**src/rtl/branch_amend_stage_if.sv**
```systemverilog
// ---------------------------------------------------------------------------
// branch_amend_stage_if
//   Bundles the EXE->PREMEM group payload, the pipeline control inputs and
//   the branch-amend outputs of branch_amend_stage. clk/rst stay plain ports
//   on the stage.
//
//   modport slave  : the branch_amend_stage itself (consumes EXE_*/control,
//                    drives BA_*)
//   modport master : the surrounding pipeline (drives EXE_*/control,
//                    consumes BA_*)
//
//   Per-lane fields are packed [LANES-1:0][width-1:0]; lane 0 is the oldest.
// ---------------------------------------------------------------------------
interface branch_amend_stage_if #(
  parameter int unsigned LANES  = 2,
  parameter int unsigned DATA_W = 32,
  parameter int unsigned REG_W  = 5,
  parameter int unsigned CKPT_W = 8,
  parameter int unsigned RA_W   = 4
);
  // control
  logic                           CP0_excOccur_w_i;
  logic                           MEM_hasRisk_w_i;
  logic                           REEXE_allowin_w_i;
  logic                           PREMEM_allowin_w_i;

  // EXE group payload
  logic [LANES-1:0]               EXE_valid_w_i;
  logic [LANES-1:0][REG_W-1:0]    EXE_writeNum_i;
  logic [LANES-1:0][DATA_W-1:0]   EXE_VAddr_i;
  logic [LANES-1:0][DATA_W-1:0]   EXE_aluRes_i;
  logic [LANES-1:0][DATA_W-1:0]   EXE_corrDest_i;
  logic [LANES-1:0]               EXE_corrTake_i;
  logic [LANES-1:0][RA_W-1:0]     EXE_repairAction_i;
  logic [LANES-1:0][CKPT_W-1:0]   EXE_checkPoint_i;
  logic [LANES-1:0]               EXE_branchRisk_i;
  logic [LANES-1:0]               EXE_exceptionRisk_i;
  logic [LANES-1:0]               EXE_hasException_i;
  logic [LANES-1:0][4:0]          EXE_ExcCode_i;

  // stage outputs
  logic                           BA_allowin_w_o;
  logic [LANES-1:0]               BA_valid_w_o;
  logic                           BA_hasRisk_w_o;
  logic [LANES-1:0][REG_W-1:0]    BA_writeNum_w_o;
  logic [LANES-1:0][DATA_W-1:0]   BA_forwardData_w_o;
  logic                           BA_flush_w_o;
  logic [DATA_W-1:0]              BA_erroVAddr_w_o;
  logic [DATA_W-1:0]              BA_corrDest_w_o;
  logic                           BA_corrTake_w_o;
  logic [CKPT_W-1:0]              BA_checkPoint_w_o;
  logic [RA_W-1:0]                BA_repairAction_w_o;
  logic [LANES-1:0][REG_W-1:0]    BA_writeNum_o;
  logic [LANES-1:0][DATA_W-1:0]   BA_VAddr_o;
  logic [LANES-1:0][DATA_W-1:0]   BA_aluRes_o;
  logic [LANES-1:0][4:0]          BA_ExcCode_o;
  logic [LANES-1:0]               BA_hasException_o;
  logic [LANES-1:0]               BA_exceptionRisk_o;

  modport slave (
    input  CP0_excOccur_w_i, MEM_hasRisk_w_i, REEXE_allowin_w_i, PREMEM_allowin_w_i,
    input  EXE_valid_w_i, EXE_writeNum_i, EXE_VAddr_i, EXE_aluRes_i,
    input  EXE_corrDest_i, EXE_corrTake_i, EXE_repairAction_i, EXE_checkPoint_i,
    input  EXE_branchRisk_i, EXE_exceptionRisk_i, EXE_hasException_i, EXE_ExcCode_i,
    output BA_allowin_w_o, BA_valid_w_o, BA_hasRisk_w_o, BA_writeNum_w_o,
    output BA_forwardData_w_o, BA_flush_w_o, BA_erroVAddr_w_o, BA_corrDest_w_o,
    output BA_corrTake_w_o, BA_checkPoint_w_o, BA_repairAction_w_o,
    output BA_writeNum_o, BA_VAddr_o, BA_aluRes_o, BA_ExcCode_o,
    output BA_hasException_o, BA_exceptionRisk_o
  );

  modport master (
    output CP0_excOccur_w_i, MEM_hasRisk_w_i, REEXE_allowin_w_i, PREMEM_allowin_w_i,
    output EXE_valid_w_i, EXE_writeNum_i, EXE_VAddr_i, EXE_aluRes_i,
    output EXE_corrDest_i, EXE_corrTake_i, EXE_repairAction_i, EXE_checkPoint_i,
    output EXE_branchRisk_i, EXE_exceptionRisk_i, EXE_hasException_i, EXE_ExcCode_i,
    input  BA_allowin_w_o, BA_valid_w_o, BA_hasRisk_w_o, BA_writeNum_w_o,
    input  BA_forwardData_w_o, BA_flush_w_o, BA_erroVAddr_w_o, BA_corrDest_w_o,
    input  BA_corrTake_w_o, BA_checkPoint_w_o, BA_repairAction_w_o,
    input  BA_writeNum_o, BA_VAddr_o, BA_aluRes_o, BA_ExcCode_o,
    input  BA_hasException_o, BA_exceptionRisk_o
  );
endinterface

```
**src/rtl/branch_amend_stage.sv**
```systemverilog
// ---------------------------------------------------------------------------
// branch_amend_stage
//   PREMEM-stage branch-resolution register for a LANES-wide issue group.
//   Latches one group from EXE per handshake, picks the oldest lane whose
//   repair action requests a repair, and raises a one-cycle flush carrying
//   that lane's correct target/checkpoint. While MEM may still raise an
//   exception and a repair is pending, the group is held. Lanes younger than
//   the branch's delay slot are squashed. Per-lane ALU results are forwarded.
//
// Ports
//   clk             clock
//   rst             asynchronous reset, active-low
//   bus (slave)     control inputs, EXE group payload, BA_* outputs
//   BA_mispredCnt_o saturating mispredict-flush counter (optional)
//
// Build option
//   BRANCH_AMEND_PERF_EN : adds BA_mispredCnt_o and its counter.
// ---------------------------------------------------------------------------
module branch_amend_stage #(
  parameter int unsigned LANES      = 2,
  parameter int unsigned DATA_W     = 32,
  parameter int unsigned REG_W      = 5,
  parameter int unsigned CKPT_W     = 8,
  parameter int unsigned RA_W       = 4,
  parameter int unsigned REPAIR_BIT = 0
) (
  input  logic                clk,
  input  logic                rst,
`ifdef BRANCH_AMEND_PERF_EN
  output logic [31:0]         BA_mispredCnt_o,
`endif
  branch_amend_stage_if.slave bus
);

  localparam int unsigned SEL_W = (LANES > 1) ? $clog2(LANES) : 1;

  typedef enum logic {EMPTY, LOADED} state_t;

  state_t state_q, state_d;

  // group register
  logic [LANES-1:0]             vld_q;
  logic [LANES-1:0][REG_W-1:0]  wnum_q;
  logic [LANES-1:0][DATA_W-1:0] vaddr_q;
  logic [LANES-1:0][DATA_W-1:0] alu_q;
  logic [LANES-1:0][DATA_W-1:0] cdest_q;
  logic [LANES-1:0]             ctake_q;
  logic [LANES-1:0][RA_W-1:0]   ra_q;
  logic [LANES-1:0][CKPT_W-1:0] ckpt_q;
  logic [LANES-1:0]             brisk_q;
  logic [LANES-1:0]             erisk_q;
  logic [LANES-1:0]             hexc_q;
  logic [LANES-1:0][4:0]        exc_q;

  logic             has_data;
  logic [LANES-1:0] rep;
  logic             any_rep;
  logic [SEL_W-1:0] sel;
  logic [31:0]      sel_ext;
  logic             lane_risk;
  logic             ready;
  logic             allowin;
  logic             ok;
  logic             has_risk;
  logic             flush;
  logic [LANES-1:0] valid_lane;
  logic             load;
  logic             clear;

  assign has_data = (state_q == LOADED);

  // ---------------------------------------------------------------- state reg
  always_ff @(posedge clk or negedge rst) begin
    if (!rst) state_q <= EMPTY;
    else      state_q <= state_d;
  end

  // ------------------------------------------------------- lane qualifiers
  always_comb begin
    rep = '0;
    for (int unsigned i = 0; i < LANES; i++)
      rep[i] = has_data && vld_q[i] && ra_q[i][REPAIR_BIT];
  end

  assign any_rep = |rep;

  always_comb begin
    logic found;
    sel   = '0;
    found = 1'b0;
    for (int unsigned i = 0; i < LANES; i++) begin
      if (rep[i] && !found) begin
        sel   = SEL_W'(i);
        found = 1'b1;
      end
    end
  end

  assign sel_ext = 32'(sel);

  // Only lanes older than the repairing branch can block its flush; with no
  // repair every valid lane counts.
  always_comb begin
    lane_risk = 1'b0;
    for (int unsigned i = 0; i < LANES; i++) begin
      if (vld_q[i] && (!any_rep || (i < sel_ext)))
        lane_risk = lane_risk | brisk_q[i] | erisk_q[i];
    end
  end

  // --------------------------------------------------------- output logic
  always_comb begin
    ready      = !(any_rep && bus.MEM_hasRisk_w_i);
    allowin    = !has_data || (ready && bus.REEXE_allowin_w_i);
    ok         = allowin && bus.PREMEM_allowin_w_i;
    has_risk   = bus.MEM_hasRisk_w_i || lane_risk;
    flush      = has_data && any_rep && !has_risk && ready &&
                 bus.REEXE_allowin_w_i && !bus.CP0_excOccur_w_i;
    valid_lane = '0;
    // The branch lane and its delay slot (sel+1) survive; anything younger
    // is squashed.
    for (int unsigned i = 0; i < LANES; i++)
      valid_lane[i] = has_data && ready && vld_q[i] &&
                      !(any_rep && (i > (sel_ext + 32'd1)));
  end

  // ------------------------------------------------------ next-state logic
  always_comb begin
    state_d = state_q;
    load    = 1'b0;
    clear   = 1'b0;
    if (bus.CP0_excOccur_w_i || flush) begin
      state_d = EMPTY;
      clear   = 1'b1;
    end else if (ok && (|bus.EXE_valid_w_i)) begin
      state_d = LOADED;
      load    = 1'b1;
    end else if (ok) begin
      state_d = EMPTY;
      clear   = 1'b1;
    end
  end

  // ---------------------------------------------------------- group register
  always_ff @(posedge clk or negedge rst) begin
    if (!rst) begin
      vld_q   <= '0;
      wnum_q  <= '0;
      vaddr_q <= '0;
      alu_q   <= '0;
      cdest_q <= '0;
      ctake_q <= '0;
      ra_q    <= '0;
      ckpt_q  <= '0;
      brisk_q <= '0;
      erisk_q <= '0;
      hexc_q  <= '0;
      exc_q   <= '0;
    end else if (clear) begin
      vld_q   <= '0;
      wnum_q  <= '0;
      vaddr_q <= '0;
      alu_q   <= '0;
      cdest_q <= '0;
      ctake_q <= '0;
      ra_q    <= '0;
      ckpt_q  <= '0;
      brisk_q <= '0;
      erisk_q <= '0;
      hexc_q  <= '0;
      exc_q   <= '0;
    end else if (load) begin
      vld_q   <= bus.EXE_valid_w_i;
      wnum_q  <= bus.EXE_writeNum_i;
      vaddr_q <= bus.EXE_VAddr_i;
      alu_q   <= bus.EXE_aluRes_i;
      cdest_q <= bus.EXE_corrDest_i;
      ctake_q <= bus.EXE_corrTake_i;
      ra_q    <= bus.EXE_repairAction_i;
      ckpt_q  <= bus.EXE_checkPoint_i;
      brisk_q <= bus.EXE_branchRisk_i;
      erisk_q <= bus.EXE_exceptionRisk_i;
      hexc_q  <= bus.EXE_hasException_i;
      exc_q   <= bus.EXE_ExcCode_i;
    end
  end

  // ------------------------------------------------------------- outputs
  assign bus.BA_allowin_w_o      = allowin;
  assign bus.BA_valid_w_o        = valid_lane;
  assign bus.BA_hasRisk_w_o      = has_risk;
  assign bus.BA_flush_w_o        = flush;
  assign bus.BA_writeNum_w_o     = wnum_q;
  assign bus.BA_forwardData_w_o  = alu_q;

  // sel is 0 when no lane repairs, so these fall back to lane 0.
  assign bus.BA_erroVAddr_w_o    = vaddr_q[sel];
  assign bus.BA_corrDest_w_o     = cdest_q[sel];
  assign bus.BA_corrTake_w_o     = ctake_q[sel];
  assign bus.BA_checkPoint_w_o   = ckpt_q[sel];
  assign bus.BA_repairAction_w_o = ra_q[sel];

  assign bus.BA_writeNum_o       = wnum_q;
  assign bus.BA_VAddr_o          = vaddr_q;
  assign bus.BA_aluRes_o         = alu_q;
  assign bus.BA_ExcCode_o        = exc_q;
  assign bus.BA_hasException_o   = hexc_q;
  assign bus.BA_exceptionRisk_o  = erisk_q;

`ifdef BRANCH_AMEND_PERF_EN
  logic [31:0] cnt_q;

  always_ff @(posedge clk or negedge rst) begin
    if (!rst)                     cnt_q <= '0;
    else if (flush && cnt_q != '1) cnt_q <= cnt_q + 32'd1;
  end

  assign BA_mispredCnt_o = cnt_q;
`endif

endmodule

```
**src/flat_wrapper.sv**
```systemverilog
// flat-port wrapper written by rule: the top's interface ports become plain ports
module branch_amend_stage_flat 
#(
  parameter int unsigned LANES      = 2,
  parameter int unsigned DATA_W     = 32,
  parameter int unsigned REG_W      = 5,
  parameter int unsigned CKPT_W     = 8,
  parameter int unsigned RA_W       = 4,
  parameter int unsigned REPAIR_BIT = 0
)
  (clk, rst, bus_CP0_excOccur_w_i, bus_MEM_hasRisk_w_i, bus_REEXE_allowin_w_i, bus_PREMEM_allowin_w_i, bus_EXE_valid_w_i, bus_EXE_writeNum_i, bus_EXE_VAddr_i, bus_EXE_aluRes_i, bus_EXE_corrDest_i, bus_EXE_corrTake_i, bus_EXE_repairAction_i, bus_EXE_checkPoint_i, bus_EXE_branchRisk_i, bus_EXE_exceptionRisk_i, bus_EXE_hasException_i, bus_EXE_ExcCode_i, bus_BA_allowin_w_o, bus_BA_valid_w_o, bus_BA_hasRisk_w_o, bus_BA_writeNum_w_o, bus_BA_forwardData_w_o, bus_BA_flush_w_o, bus_BA_erroVAddr_w_o, bus_BA_corrDest_w_o, bus_BA_corrTake_w_o, bus_BA_checkPoint_w_o, bus_BA_repairAction_w_o, bus_BA_writeNum_o, bus_BA_VAddr_o, bus_BA_aluRes_o, bus_BA_ExcCode_o, bus_BA_hasException_o, bus_BA_exceptionRisk_o);
  branch_amend_stage_if #(.LANES(LANES), .DATA_W(DATA_W), .REG_W(REG_W), .CKPT_W(CKPT_W), .RA_W(RA_W)) bus_i ();
  input  logic clk;
  input  logic rst;
  input wire logic [$bits(bus_i.CP0_excOccur_w_i)-1:0] bus_CP0_excOccur_w_i;
  input wire logic [$bits(bus_i.MEM_hasRisk_w_i)-1:0] bus_MEM_hasRisk_w_i;
  input wire logic [$bits(bus_i.REEXE_allowin_w_i)-1:0] bus_REEXE_allowin_w_i;
  input wire logic [$bits(bus_i.PREMEM_allowin_w_i)-1:0] bus_PREMEM_allowin_w_i;
  input wire logic [$bits(bus_i.EXE_valid_w_i)-1:0] bus_EXE_valid_w_i;
  input wire logic [$bits(bus_i.EXE_writeNum_i)-1:0] bus_EXE_writeNum_i;
  input wire logic [$bits(bus_i.EXE_VAddr_i)-1:0] bus_EXE_VAddr_i;
  input wire logic [$bits(bus_i.EXE_aluRes_i)-1:0] bus_EXE_aluRes_i;
  input wire logic [$bits(bus_i.EXE_corrDest_i)-1:0] bus_EXE_corrDest_i;
  input wire logic [$bits(bus_i.EXE_corrTake_i)-1:0] bus_EXE_corrTake_i;
  input wire logic [$bits(bus_i.EXE_repairAction_i)-1:0] bus_EXE_repairAction_i;
  input wire logic [$bits(bus_i.EXE_checkPoint_i)-1:0] bus_EXE_checkPoint_i;
  input wire logic [$bits(bus_i.EXE_branchRisk_i)-1:0] bus_EXE_branchRisk_i;
  input wire logic [$bits(bus_i.EXE_exceptionRisk_i)-1:0] bus_EXE_exceptionRisk_i;
  input wire logic [$bits(bus_i.EXE_hasException_i)-1:0] bus_EXE_hasException_i;
  input wire logic [$bits(bus_i.EXE_ExcCode_i)-1:0] bus_EXE_ExcCode_i;
  output wire logic [$bits(bus_i.BA_allowin_w_o)-1:0] bus_BA_allowin_w_o;
  output wire logic [$bits(bus_i.BA_valid_w_o)-1:0] bus_BA_valid_w_o;
  output wire logic [$bits(bus_i.BA_hasRisk_w_o)-1:0] bus_BA_hasRisk_w_o;
  output wire logic [$bits(bus_i.BA_writeNum_w_o)-1:0] bus_BA_writeNum_w_o;
  output wire logic [$bits(bus_i.BA_forwardData_w_o)-1:0] bus_BA_forwardData_w_o;
  output wire logic [$bits(bus_i.BA_flush_w_o)-1:0] bus_BA_flush_w_o;
  output wire logic [$bits(bus_i.BA_erroVAddr_w_o)-1:0] bus_BA_erroVAddr_w_o;
  output wire logic [$bits(bus_i.BA_corrDest_w_o)-1:0] bus_BA_corrDest_w_o;
  output wire logic [$bits(bus_i.BA_corrTake_w_o)-1:0] bus_BA_corrTake_w_o;
  output wire logic [$bits(bus_i.BA_checkPoint_w_o)-1:0] bus_BA_checkPoint_w_o;
  output wire logic [$bits(bus_i.BA_repairAction_w_o)-1:0] bus_BA_repairAction_w_o;
  output wire logic [$bits(bus_i.BA_writeNum_o)-1:0] bus_BA_writeNum_o;
  output wire logic [$bits(bus_i.BA_VAddr_o)-1:0] bus_BA_VAddr_o;
  output wire logic [$bits(bus_i.BA_aluRes_o)-1:0] bus_BA_aluRes_o;
  output wire logic [$bits(bus_i.BA_ExcCode_o)-1:0] bus_BA_ExcCode_o;
  output wire logic [$bits(bus_i.BA_hasException_o)-1:0] bus_BA_hasException_o;
  output wire logic [$bits(bus_i.BA_exceptionRisk_o)-1:0] bus_BA_exceptionRisk_o;
  assign bus_i.CP0_excOccur_w_i = bus_CP0_excOccur_w_i;
  assign bus_i.MEM_hasRisk_w_i = bus_MEM_hasRisk_w_i;
  assign bus_i.REEXE_allowin_w_i = bus_REEXE_allowin_w_i;
  assign bus_i.PREMEM_allowin_w_i = bus_PREMEM_allowin_w_i;
  assign bus_i.EXE_valid_w_i = bus_EXE_valid_w_i;
  assign bus_i.EXE_writeNum_i = bus_EXE_writeNum_i;
  assign bus_i.EXE_VAddr_i = bus_EXE_VAddr_i;
  assign bus_i.EXE_aluRes_i = bus_EXE_aluRes_i;
  assign bus_i.EXE_corrDest_i = bus_EXE_corrDest_i;
  assign bus_i.EXE_corrTake_i = bus_EXE_corrTake_i;
  assign bus_i.EXE_repairAction_i = bus_EXE_repairAction_i;
  assign bus_i.EXE_checkPoint_i = bus_EXE_checkPoint_i;
  assign bus_i.EXE_branchRisk_i = bus_EXE_branchRisk_i;
  assign bus_i.EXE_exceptionRisk_i = bus_EXE_exceptionRisk_i;
  assign bus_i.EXE_hasException_i = bus_EXE_hasException_i;
  assign bus_i.EXE_ExcCode_i = bus_EXE_ExcCode_i;
  assign bus_BA_allowin_w_o = bus_i.BA_allowin_w_o;
  assign bus_BA_valid_w_o = bus_i.BA_valid_w_o;
  assign bus_BA_hasRisk_w_o = bus_i.BA_hasRisk_w_o;
  assign bus_BA_writeNum_w_o = bus_i.BA_writeNum_w_o;
  assign bus_BA_forwardData_w_o = bus_i.BA_forwardData_w_o;
  assign bus_BA_flush_w_o = bus_i.BA_flush_w_o;
  assign bus_BA_erroVAddr_w_o = bus_i.BA_erroVAddr_w_o;
  assign bus_BA_corrDest_w_o = bus_i.BA_corrDest_w_o;
  assign bus_BA_corrTake_w_o = bus_i.BA_corrTake_w_o;
  assign bus_BA_checkPoint_w_o = bus_i.BA_checkPoint_w_o;
  assign bus_BA_repairAction_w_o = bus_i.BA_repairAction_w_o;
  assign bus_BA_writeNum_o = bus_i.BA_writeNum_o;
  assign bus_BA_VAddr_o = bus_i.BA_VAddr_o;
  assign bus_BA_aluRes_o = bus_i.BA_aluRes_o;
  assign bus_BA_ExcCode_o = bus_i.BA_ExcCode_o;
  assign bus_BA_hasException_o = bus_i.BA_hasException_o;
  assign bus_BA_exceptionRisk_o = bus_i.BA_exceptionRisk_o;
  branch_amend_stage #(.LANES(LANES), .DATA_W(DATA_W), .REG_W(REG_W), .CKPT_W(CKPT_W), .RA_W(RA_W), .REPAIR_BIT(REPAIR_BIT)) u_core (.clk(clk), .rst(rst), .bus(bus_i));
endmodule
```
**config.mk**
```make
export PLATFORM = sky130hd
export DESIGN_NAME = branch_amend_stage_flat
export DESIGN_NICKNAME = d
export VERILOG_FILES = /design/src/rtl/branch_amend_stage_if.sv /design/src/rtl/branch_amend_stage.sv /design/src/flat_wrapper.sv
export SDC_FILE = /design/constraint.sdc
export NUM_CORES = 1
export LEC_CHECK = 0
export CELL_PAD_IN_SITES_DETAIL_PLACEMENT = 0
export CELL_PAD_IN_SITES_GLOBAL_PLACEMENT = 2
export CORE_UTILIZATION = 25
export DETAILED_ROUTE_END_ITERATION = 10
export PLACE_DENSITY = 0.95
export SYNTH_ARGS = -nofsm -noshare
export SYNTH_HDL_FRONTEND = slang
export SYNTH_SLANG_ARGS = --single-unit
export TNS_END_PERCENT = 20
```
**constraint.sdc**
```tcl
create_clock -name clk -period 3.03 [get_ports clk]
set_input_delay 0.606 -clock clk [delete_from_list [all_inputs] [get_ports clk]]
set_output_delay 0.606 -clock clk [all_outputs]
set_load 0.005 [all_outputs]
```
# Word level (Yosys, flattened, before mapping)
# Index checks and enable logic that the tools add are counted.
[totals] ff_bits=247 input_bits=252 out_inout_bits=308 elab_cells=115
[op_classes] add_sub_neg=1 order_cmp=5 n_mux=46 bitwise=3 reduce_logical=40
[ops] operator="$mux 64" count=6
[ops] operator="$mux 32" count=4
[ops] operator="$gt 1x32->1 const A" count=2
[ops] operator="$mux 10" count=4
[ops] operator="$mux 16" count=2
[ops] operator="$mux 8" count=4
[ops] operator="$logic_and 1x1->1" count=23
[ops] operator="$mux 2" count=10
[ops] operator="$mux 1" count=14
[ops] operator="$logic_not 1->1" count=8
[ops] operator="$mux 4" count=2
[ops] operator="$logic_or 1x1->1" count=5
[ops] operator="$reduce_or 2->1" count=2
[ops] operator="$or 1x1->1" count=3
[ops] operator="$reduce_bool 3->1" count=1
[ops] operator="$add 1x1->2 const B" count=1
[ops] operator="$lt 1x1->1 const A" count=2
[ops] operator="$lt 1x2->1 const B" count=1
[ops] operator="$reduce_bool 2->1" count=1

# Longest topological paths before layout
# Gate-level depths: netlist of run 1.
[depth] depth_word=23 ltp_mapped=8 depth_no_buf=4

# Worst setup path after synthesis of run 1
# Ideal clock, no wire load.
[synth_timing] kind="register to output" start="reg u_core.state_q, in the netlist u_core.has_data" end="out bus_BA_corrDest_w_o[22]" t_arrival_ps=1375 required_time_ps=2424 slack_ps=1049 stages_incl_launch_ff=6 path_buffers=3 cell_sequence="dfrtp_1 -> buf_2 -> nand4_1 -> buf_2 -> buf_2 -> mux2_2"
[synth_between] elab_chain_cells=8 word_cells_on_any_way=10 classes_between="4 x mux; 6 x reduce/logical"
[synth_lines] element="start, declared" line="branch_amend_stage.sv:39" rtl="state_t state_q, state_d;"
[synth_lines] element="start signal, assigned" line="branch_amend_stage.sv:75" rtl="else state_q <= state_d;"
[synth_lines] element="$logic_and 1x1->1 (2 in a row)" line="branch_amend_stage.sv:82" rtl="rep[i] = has_data && vld_q[i] && ra_q[i][REPAIR_BIT];"
[synth_lines] element="$mux 1" line="branch_amend_stage.sv:92" rtl="if (rep[i] && !found) begin"
[synth_lines] element="$logic_not 1->1" line="branch_amend_stage.sv:92"
[synth_lines] element="$logic_and 1x1->1 (*)" line="branch_amend_stage.sv:92"
[synth_lines] element="$mux 1 (*)" line="branch_amend_stage.sv:92"
[synth_lines] element="$mux 32 (implied by the code) (*) (2 in a row)" line="branch_amend_stage.sv:198" rtl="assign bus.BA_corrDest_w_o = cdest_q[sel];"
[synth_lines] element="end, declared" line="flat_wrapper.sv:38" rtl="output wire logic [$bits(bus_i.BA_corrDest_w_o)-1:0] bus_BA_corrDest_w_o;"
# Mark *: on every way between the ends. The rest lies on a longest branch, timed or not. The select of a mux whose other input is x is not followed.

# Final worst setup path of run 1
[layout_timing] start="reg u_core.ra_q[4] (netlist bit)" end="out bus_BA_erroVAddr_w_o[24]"
[layout_between] elab_chain_cells=5
[layout_lines] element="start, declared" line="branch_amend_stage.sv:48" rtl="logic [LANES-1:0][RA_W-1:0] ra_q;"
[layout_lines] element="start signal, assigned" line="branch_amend_stage.sv:179" rtl="ra_q <= bus.EXE_repairAction_i;"
[layout_lines] element="$logic_and 1x1->1" line="branch_amend_stage.sv:82"
[layout_lines] element="$logic_and 1x1->1" line="branch_amend_stage.sv:92"
[layout_lines] element="$mux 1" line="branch_amend_stage.sv:92"
[layout_lines] element="$mux 32 (implied by the code) (2 in a row)" line="branch_amend_stage.sv:197" rtl="assign bus.BA_erroVAddr_w_o = vaddr_q[sel];"
[layout_lines] element="end, declared" line="flat_wrapper.sv:37" rtl="output wire logic [$bits(bus_i.BA_erroVAddr_w_o)-1:0] bus_BA_erroVAddr_w_o;"
# Every way passes these cells. The select of a mux whose other input is x is not followed.

==> results list, run 1 <==
- Outcome: complete, no violations
* Placeable Area: 46560 um^2
- Layout cell share with drive strength beyond 1: 9.499%
- Clock sink total: 247
- CP peak stage delay: 0.44 ns
- Setup slack, reg-to-reg: 1.10 ns
- The number of nets in the synthesized netlist is 1532.
- 1st-pass router iterations: 5
- Startpoint types: flip-flop
- Asr flop ratio synth: 100.0%
- Final number of setup-violating endpoints: 0
- For this run the aggregate overflow at the end of global routing stands at 0.
- Start point of the worst min-delay path: u_core.ra_q[3]
- Post-synthesis instance total: 1280
- The floorplan has 79 rows.
* Transition at the pin with the smallest max-transition slack: 0.6050 ns
* Switching Power: 2.238 mW
- Based on the critical path, the design can be clocked at up to 333.5 MHz.
* Largest net degree at the start of global routing: 112
- In this run the critical register-to-register path is captured at u_core.bus.BA_aluRes_o[61].
* Number of stages on the worst setup path: 5
- Worst path required time: 2.42 ns
- After detailed placement, the design holds a cell count of 2278.
- From left edge to right edge, the die measures 219.1 um.
* Crit Reg-Reg Startpoint: u_core.ra_q[4]
* Class of the most critical hold timing path: flip-flop to flip-flop
- EDFF count, synth: 0
- TritonCTS built the clock tree.
- List of most frequent post-synthesis cells: sky130_fd_sc_hd__nand2_1 (251), sky130_fd_sc_hd__a21oi_1 (249), sky130_fd_sc_hd__dfrtp_1 (247)
- Setup repair after global routing could not meet its margin everywhere.
- Post-layout instance count excluding filler cells: 2346
- For this design the ratio of total power to cell area is 465.2 nW/um^2.
- During placement, the flow inserted port buffers numbering 559.
* Detail Route Antenna Nets: 0
- Of the synthesized area, sequential elements account for 52.48%.
- Using the TritonRoute via totals, the vias-per-cell ratio works out to 4.739.
- The later pin in the worst-skew pair is clocked with a latency of 0.56 ns.
- Top delay family on crit path: buffers and inverters
* Area share of the largest cell type after synthesis: 52.48%
- Number of global-route vias before repair: 11091
- In this run the number of H-tree levels came out at 1.
- The Yosys step of the flow raised 0 warnings.
- The number of antenna violations at the first check in global routing was 7.
* GR Util All Layers: 18.05%
* Most instantiated library cell after synthesis: sky130_fd_sc_hd__nand2_1
- RePlAce Congestion: 0.8031
* P&R area growth vs syn: 58.59%
- Max Cap Viol: 0
- Along the worst hold path, the cell count comes to 2.
- Highest-delay cell along the critical path: sky130_fd_sc_hd__clkdlybuf4s50_1
* Worst Path Arrival: 2.39 ns
- Comb pwr share: 17.5%
- Post-synthesis area per instance: 9.201 um^2
- Switching portion of total power: 25.76%
- Measured in cells, the most critical reg-to-reg path has a length of 6.
- In this run the worst path has a maximum fanout of 19.
- Min-Delay Endpoint: u_core.ra_q[3]
* Final hold violation count: 0
* Internal power of the cells: 6.451 mW
- Num CTS Buffers: 30
- Die footprint: 47980 um^2
- Detailed router's first-iteration violation count: 818
- Worst setup EP type: output pin
- Root buffer selected by CTS: sky130_fd_sc_hd__clkbuf_16
- Registers are responsible for 41.6% of the overall power.
- Y dimension of the die: 219.1 um
- After detailed routing, the number of remaining DRC violations is 0.
* Worst slew margin relative to its limit: 59.66%
- Pins Over Slew Limit: 0
- Total wire length after detailed routing: 46080 um
* Number of buffers and inverters on the critical path: 3
* WL/cell: 19.64 um
* Worst IR Drop VDD: 0.0003415 V
- The clock arrives with 0.01506 ns of skew.
- The synthesized design contains 247 register bits.
* Layout net count: 1966
- In this run the count of I/O pins placed on the die edge is 560.
* HPWL after detailed placement: 30390 um
- Counting I/O delays and the setup requirement, the final critical path takes 2.999 ns.
* Prevailing post-synth register cell: sky130_fd_sc_hd__dfrtp_1
* CTS Buffer Depth: 3
- The biggest area contributor in the post-synthesis netlist is sky130_fd_sc_hd__dfrtp_1.
* Critical path class: flip-flop to output pin
- In this run, distinct cell masters in the synthesized netlist total 24.
- In the final timing run, aggregate negative setup slack is 0 ns.
- Reg clk slew, reported paths: 0.06 ns
- Vias: 11117
- The clock network burns 40.8% of the power.
- Cells along the critical path: nand4_1 > buf_6 > clkbuf_16 > mux2_2 > clkdlybuf4s50_1
* Share of the cycle needed by the critical path after routing: 98.97%
- LEAKAGE: 8.540 nW
- Top area cells in the synthesized netlist: sky130_fd_sc_hd__dfrtp_1 (52%), sky130_fd_sc_hd__a21oi_1 (11%), sky130_fd_sc_hd__nand3_1 (10%)
- First-pass GRT wire length: 67360 um
- Summing every instance area after synthesis gives 11780 um^2.
- Initial Util: 25.30%
[tightest hold or removal path, stage by stage, from the launching register on]
cell and delay [ns]:
sky130_fd_sc_hd__dfrtp_1 0.37, sky130_fd_sc_hd__nand2_1 0.05, sky130_fd_sc_hd__a21oi_1 0.05
[state kept, by name, summed over array words and instances, names as in the netlist]
register,cells
u_core.bus.BA_VAddr_o,64
u_core.bus.BA_aluRes_o,64
u_core.cdest_q,64
u_core.ckpt_q,16
u_core.bus.BA_ExcCode_o,10
u_core.bus.BA_writeNum_o,10
u_core.ra_q,8
u_core.brisk_q,2
u_core.bus.BA_exceptionRisk_o,2
u_core.bus.BA_hasException_o,2
u_core.ctake_q,2
u_core.vld_q,2
u_core.has_data,1
[metrics by stage]
step / utilization, % / hold slack (ns) / area, um^2 / worst slack (ns) / total power, mW
after global placement: 37.32 / 0.5029 / 17370 / 0.1759 / 5.202
final: 40.12 / 0.5117 / 18680 / 0.03127 / 8.689
after CTS: 39.63 / 0.5170 / 18450 / -0.04678 / 8.853
after global routing: 40.12 / 0.5358 / 18680 / -0.09376 / 9.115
after detailed placement: 37.32 / 0.5090 / 17370 / 0.1730 / 5.224
after floorplan: - / 0.3104 / 11780 / 1.049 / 4.254
[cell type report]
type,instances,area [um^2]
Clock inverter,7,63.81
Clock buffer,48,909.6
Fill cell,4641,27880
Sequential cell,247,6185
Timing Repair Buffer,593,6291
Multi-Input combinational cell,841,4461
Tap cell,607,759.5
Antenna cell,2,5.005
Inverter,1,3.754
[how the worst max path moves through the flow]
stage                             start                       end  slack, ns
CTS                     u_core.vld_q[1]    bus_BA_corrDest_w_o[4]      -0.05
global placement    bus_MEM_hasRisk_w_i       bus_BA_valid_w_o[1]       0.18
global route            u_core.vld_q[1]  bus_BA_erroVAddr_w_o[24]      -0.09
floorplan               u_core.has_data   bus_BA_corrDest_w_o[22]       1.05
finish                   u_core.ra_q[4]  bus_BA_erroVAddr_w_o[24]       0.03
detailed placement  bus_MEM_hasRisk_w_i       bus_BA_valid_w_o[1]       0.17
[power by group through the flow]
stage                     Sequential [mW]  Combinational [mW]  Clock (mW)
after floorplan                      3.64               0.618           0
after global placement               3.67                1.53           0
after detailed placement             3.67                1.55           0
after CTS                            3.62                1.55        3.68
after global routing                 3.64                1.67        3.81
final                                3.62                1.52        3.55
[metal layers]
layer  GRT usage, %  share of wire (%)
met5              0               0.14
met4          4.653                2.5
met3          5.392                7.9
met2          29.65                 48
met1          23.00                 42
[cells in the final DEF, fill, tap and decap left out, types with 2 or more instances in the layout]
| cell type | count |
|---|---|
| sky130_fd_sc_hd__clkinv_2 | 5 |
| sky130_fd_sc_hd__nand3_1 | 245 |
| sky130_fd_sc_hd__clkdlybuf4s50_1 | 487 |
| sky130_fd_sc_hd__dlygate4sd2_1 | 16 |
| sky130_fd_sc_hd__nand2_1 | 251 |
| sky130_fd_sc_hd__clkbuf_1 | 10 |
| sky130_fd_sc_hd__buf_12 | 17 |
| sky130_fd_sc_hd__dfrtp_2 | 3 |
| sky130_fd_sc_hd__and3_1 | 2 |
| sky130_fd_sc_hd__mux2_4 | 4 |
| sky130_fd_sc_hd__buf_16 | 3 |
| sky130_fd_sc_hd__buf_4 | 9 |
| sky130_fd_sc_hd__nor2_1 | 3 |
| sky130_fd_sc_hd__buf_6 | 2 |
| sky130_fd_sc_hd__dlymetal6s2s_1 | 55 |
| sky130_fd_sc_hd__mux2_2 | 72 |
| sky130_fd_sc_hd__nand4_1 | 2 |
| sky130_fd_sc_hd__a21oi_1 | 249 |
| sky130_fd_sc_hd__or2_4 | 2 |
| sky130_fd_sc_hd__clkbuf_16 | 33 |
| sky130_fd_sc_hd__diode_2 | 2 |
| sky130_fd_sc_hd__o21ai_0 | 2 |
| sky130_fd_sc_hd__clkbuf_8 | 7 |
| sky130_fd_sc_hd__dfrtp_1 | 244 |
[what timing repair did]
item,4_1_cts,5_1_grt
hold endpoints to repair,1,0
resized for setup,25,59
buffers inserted,2,3
hold buffers,1,0
gates cloned,3,2
pin swaps,1,0
setup endpoints to repair,78,62
[logic make-up (layout without fill, tap and decap cells)]
family                 count (synthesis)  count (layout)  synth area share, %
AO/OA/AOI/OAI                        258             258                11.26
flip-flops                           247             247                52.48
multiplexers                          76              76                7.267
buffers and inverters                192             649                10.03
other                                  0               2                    0
AND/OR/NAND/NOR                      507             507                18.96
Note: power is estimated with default switching activity, not from simulation.
==> run 2: changes to the inputs <==
- clock period: 3.03 -> 3.7 ns (I/O delays scaled with it)
==> results list, run 2 (synthesis results as in run 1) <==
* Detail Route Antenna Nets: 0 (unchanged)
- Leading cell type in the layout, fill and taps excluded: sky130_fd_sc_hd__clkdlybuf4s50_1 (unchanged)
* # port buffers: 559 (unchanged)
- The power share of the clock group is 41.3% (was 40.8%).
- The sequential cell area came to 6181 um^2 (was 6185 um^2).
- The iteration count of the initial detailed-routing pass is 7 (was 5).
* LEAKAGE: 7.460 nW (was 8.540 nW)
- Post-Route Skew: 0.01087 ns (was 0.01506 ns)
* Most frequent cells in the layout: sky130_fd_sc_hd__clkdlybuf4s50_1 (558), sky130_fd_sc_hd__nand2_1 (251), sky130_fd_sc_hd__a21oi_1 (249), sky130_fd_sc_hd__dfrtp_1 (247), sky130_fd_sc_hd__nand3_1 (245) (was sky130_fd_sc_hd__clkdlybuf4s50_1 (487), sky130_fd_sc_hd__nand2_1 (251), sky130_fd_sc_hd__a21oi_1 (249), sky130_fd_sc_hd__nand3_1 (245), sky130_fd_sc_hd__dfrtp_1 (244))
- Maximum level of the CTS H-tree: 1 (unchanged)
- Final hold violation count: 0 (unchanged)
- The net load switching power is 1.835 mW (was 2.238 mW).
* GR Util All Layers: 17.32% (was 18.05%)
- The switching portion of total power is 25.56% (was 25.76%).
- Clock sink total: 247 (unchanged)
* Utilization of the core after routing: 39.47% (was 40.12%)
* Antenna violations before repair: 4 (was 7)
* Worst slew margin relative to its limit: 47.83% (was 59.66%)
- The data required time of the critical path was 2.96 ns (was 2.42 ns).
- P&R area growth vs syn: 56.03% (was 58.59%)
* RSZ-0062 raised after global routing: false (was true)
- For this run, the top clock speed supported by timing is 292.6 MHz.
- The global-route wire length before repair is 64870 um (was 67360 um).
- Transition at the pin with the smallest max-transition slack: 0.7825 ns (was 0.6050 ns)
* Class of the most critical hold timing path: input pin to asynchronous set/reset pin (was flip-flop to flip-flop)
- The source-to-sink clock delay at the later pin of the worst-skew pair is 0.55 ns (was 0.56 ns).
- The total congestion overflow came to 0 (unchanged).
- The core region area was 46560 um^2 (unchanged).
* Post-CTS Setup Repair Bufs: 0 (was 2)
* Internal power of the cells: 5.345 mW (was 6.451 mW)
- Die extent in x: 219.1 um (unchanged)
- CTS tree: built (unchanged)
- Hold buffer count at CTS: 0 (was 1)
* Initial Util: 25.30% (unchanged)
* Die footprint: 47980 um^2 (unchanged)
- HPWL after detailed placement: 30390 um (about the same)
- Reg clk slew, reported paths: 0.06 ns (about the same)
- Site Rows: 79 (unchanged)
- The combinational share of power came to 17.5% (about the same).
- The routed wirelength normalized by instance count came to 18.84 um (was 19.64 um).
- The maximum fanout along the worst path is 35 (was 19).
- The clock root buffer master is sky130_fd_sc_hd__clkbuf_16 (unchanged).
* Final number of setup-violating endpoints: 0 (unchanged)
- Detailed router's first-iteration violation count: 649 (was 818)
- Worst IR Drop VDD: 0.0002989 V (was 0.0003415 V)
- Max Cap Viol: 0 (unchanged)
* Tightest hold margin: 0.1992 ns (was 0.5117 ns)
- The via count of the first global-routing pass was 10761 (was 11091).
- Critical path class: flip-flop to output pin (unchanged)
* Total power density per cell area: 390.7 nW/um^2 (was 465.2 nW/um^2)
- The via count normalized by instance count came to 4.688 (was 4.739).
- RePlAce Congestion: 0.8448 (was 0.8031)
- Ant diodes: 0 (was 2)
- The sequential share of power came to 41.2% (was 41.6%).
- The fraction of layout cells with a size suffix above 1 was 9.259% (was 9.499%).
* Vias: 10947 (was 11117)
- Total wire length after detailed routing: 44000 um (was 46080 um)
- Outcome: complete, no violations (unchanged).
- CTS Buffer Depth: 3 (unchanged)
- The total area of multi-input combinational cells came to 4443 um^2 (was 4461 um^2).
* Post-cts gate resize count: 0 (was 25)
- Shortest period the worst path allows: 3.418 ns
* Largest net degree at the start of global routing: 134 (was 112)
* Num CTS Buffers: 30 (unchanged)
- The total of fill cells in the finished design came to 4656 (was 4641).
- The vertical die dimension was 219.1 um (unchanged).
- The DRC violation count after routing came to 0 (unchanged).
* Share of the cycle needed by the critical path after routing: 92.37%
- The kind of end point of the critical path is an output pin (unchanged).
* Pins Over Slew Limit: 0 (unchanged)
- The setup TNS was 0 ns (unchanged).
* Worst Path Arrival: 2.68 ns (was 2.39 ns)
- The number of nets in the layout came to 1957 (was 1966).
- Boundary pin count: 560 (unchanged)
* Startpoint types: flip-flop (unchanged)
run 2: layer usage:
layer  part of all wire, %  track usage (%)
met4                   2.1            4.630
met1                    41            21.86
met5                  0.11                0
met2                    49            28.57
met3                   8.4            5.267
run 2: per-stage QoR:
step	std cells	area (um^2)	total power, mW	worst slack, ns
after CTS	2335	18380	7.298	0.2571
after floorplan	1280	11780	3.484	1.585
after global routing	2335	18380	7.516	0.2124
final	2335	18380	7.180	0.2822
after global placement	2280	17360	4.258	0.4876
after detailed placement	2280	17360	4.277	0.4904
run 2: path summary, 6_finish.rpt:
check	depth (start not counted)	slack, ns	from	end
max	5	0.28	u_core.vld_q[0]	bus_BA_checkPoint_w_o[5]
min	1	0.20	rst	u_core.bus.BA_ExcCode_o[0]
max reg2reg	5	1.64	u_core.vld_q[1]	u_core.cdest_q[51]
min reg2reg	2	0.51	u_core.cdest_q[40]	u_core.cdest_q[40]
max in group asynchronous	2	2.68	rst	u_core.bus.BA_VAddr_o[26]
min in group clk	2	0.51	u_core.cdest_q[40]	u_core.cdest_q[40]
run 2: cell type report:
| class | instances | area share, % |
|---|---|---|
| Clock buffer | 45 | 5.052 |
| Multi-Input combinational cell | 841 | 24.18 |
| Inverter | 1 | 0.02043 |
| Timing Repair Buffer | 584 | 32.52 |
| Clock inverter | 10 | 0.4630 |
| Tap cell | 607 | 4.133 |
| Sequential cell | 247 | 33.64 |
run 2: power groups by stage:
stage                     Sequential (mW)  Clock [mW]  Combinational, mW
final                                2.96        2.96               1.25
after floorplan                      2.98           0              0.506
after global routing                 2.98        3.17               1.37
after global placement               3.00           0               1.25
after CTS                            2.96        3.06               1.27
after detailed placement             3.01           0               1.27
run 2: critical path: stages (launching register included):
cell and delay, ns:
sky130_fd_sc_hd__dfrtp_1 0.47, sky130_fd_sc_hd__nand2_1 0.08, sky130_fd_sc_hd__nand4_1 0.17, sky130_fd_sc_hd__buf_4 0.51, sky130_fd_sc_hd__mux2_2 0.40, sky130_fd_sc_hd__clkdlybuf4s50_1 0.47
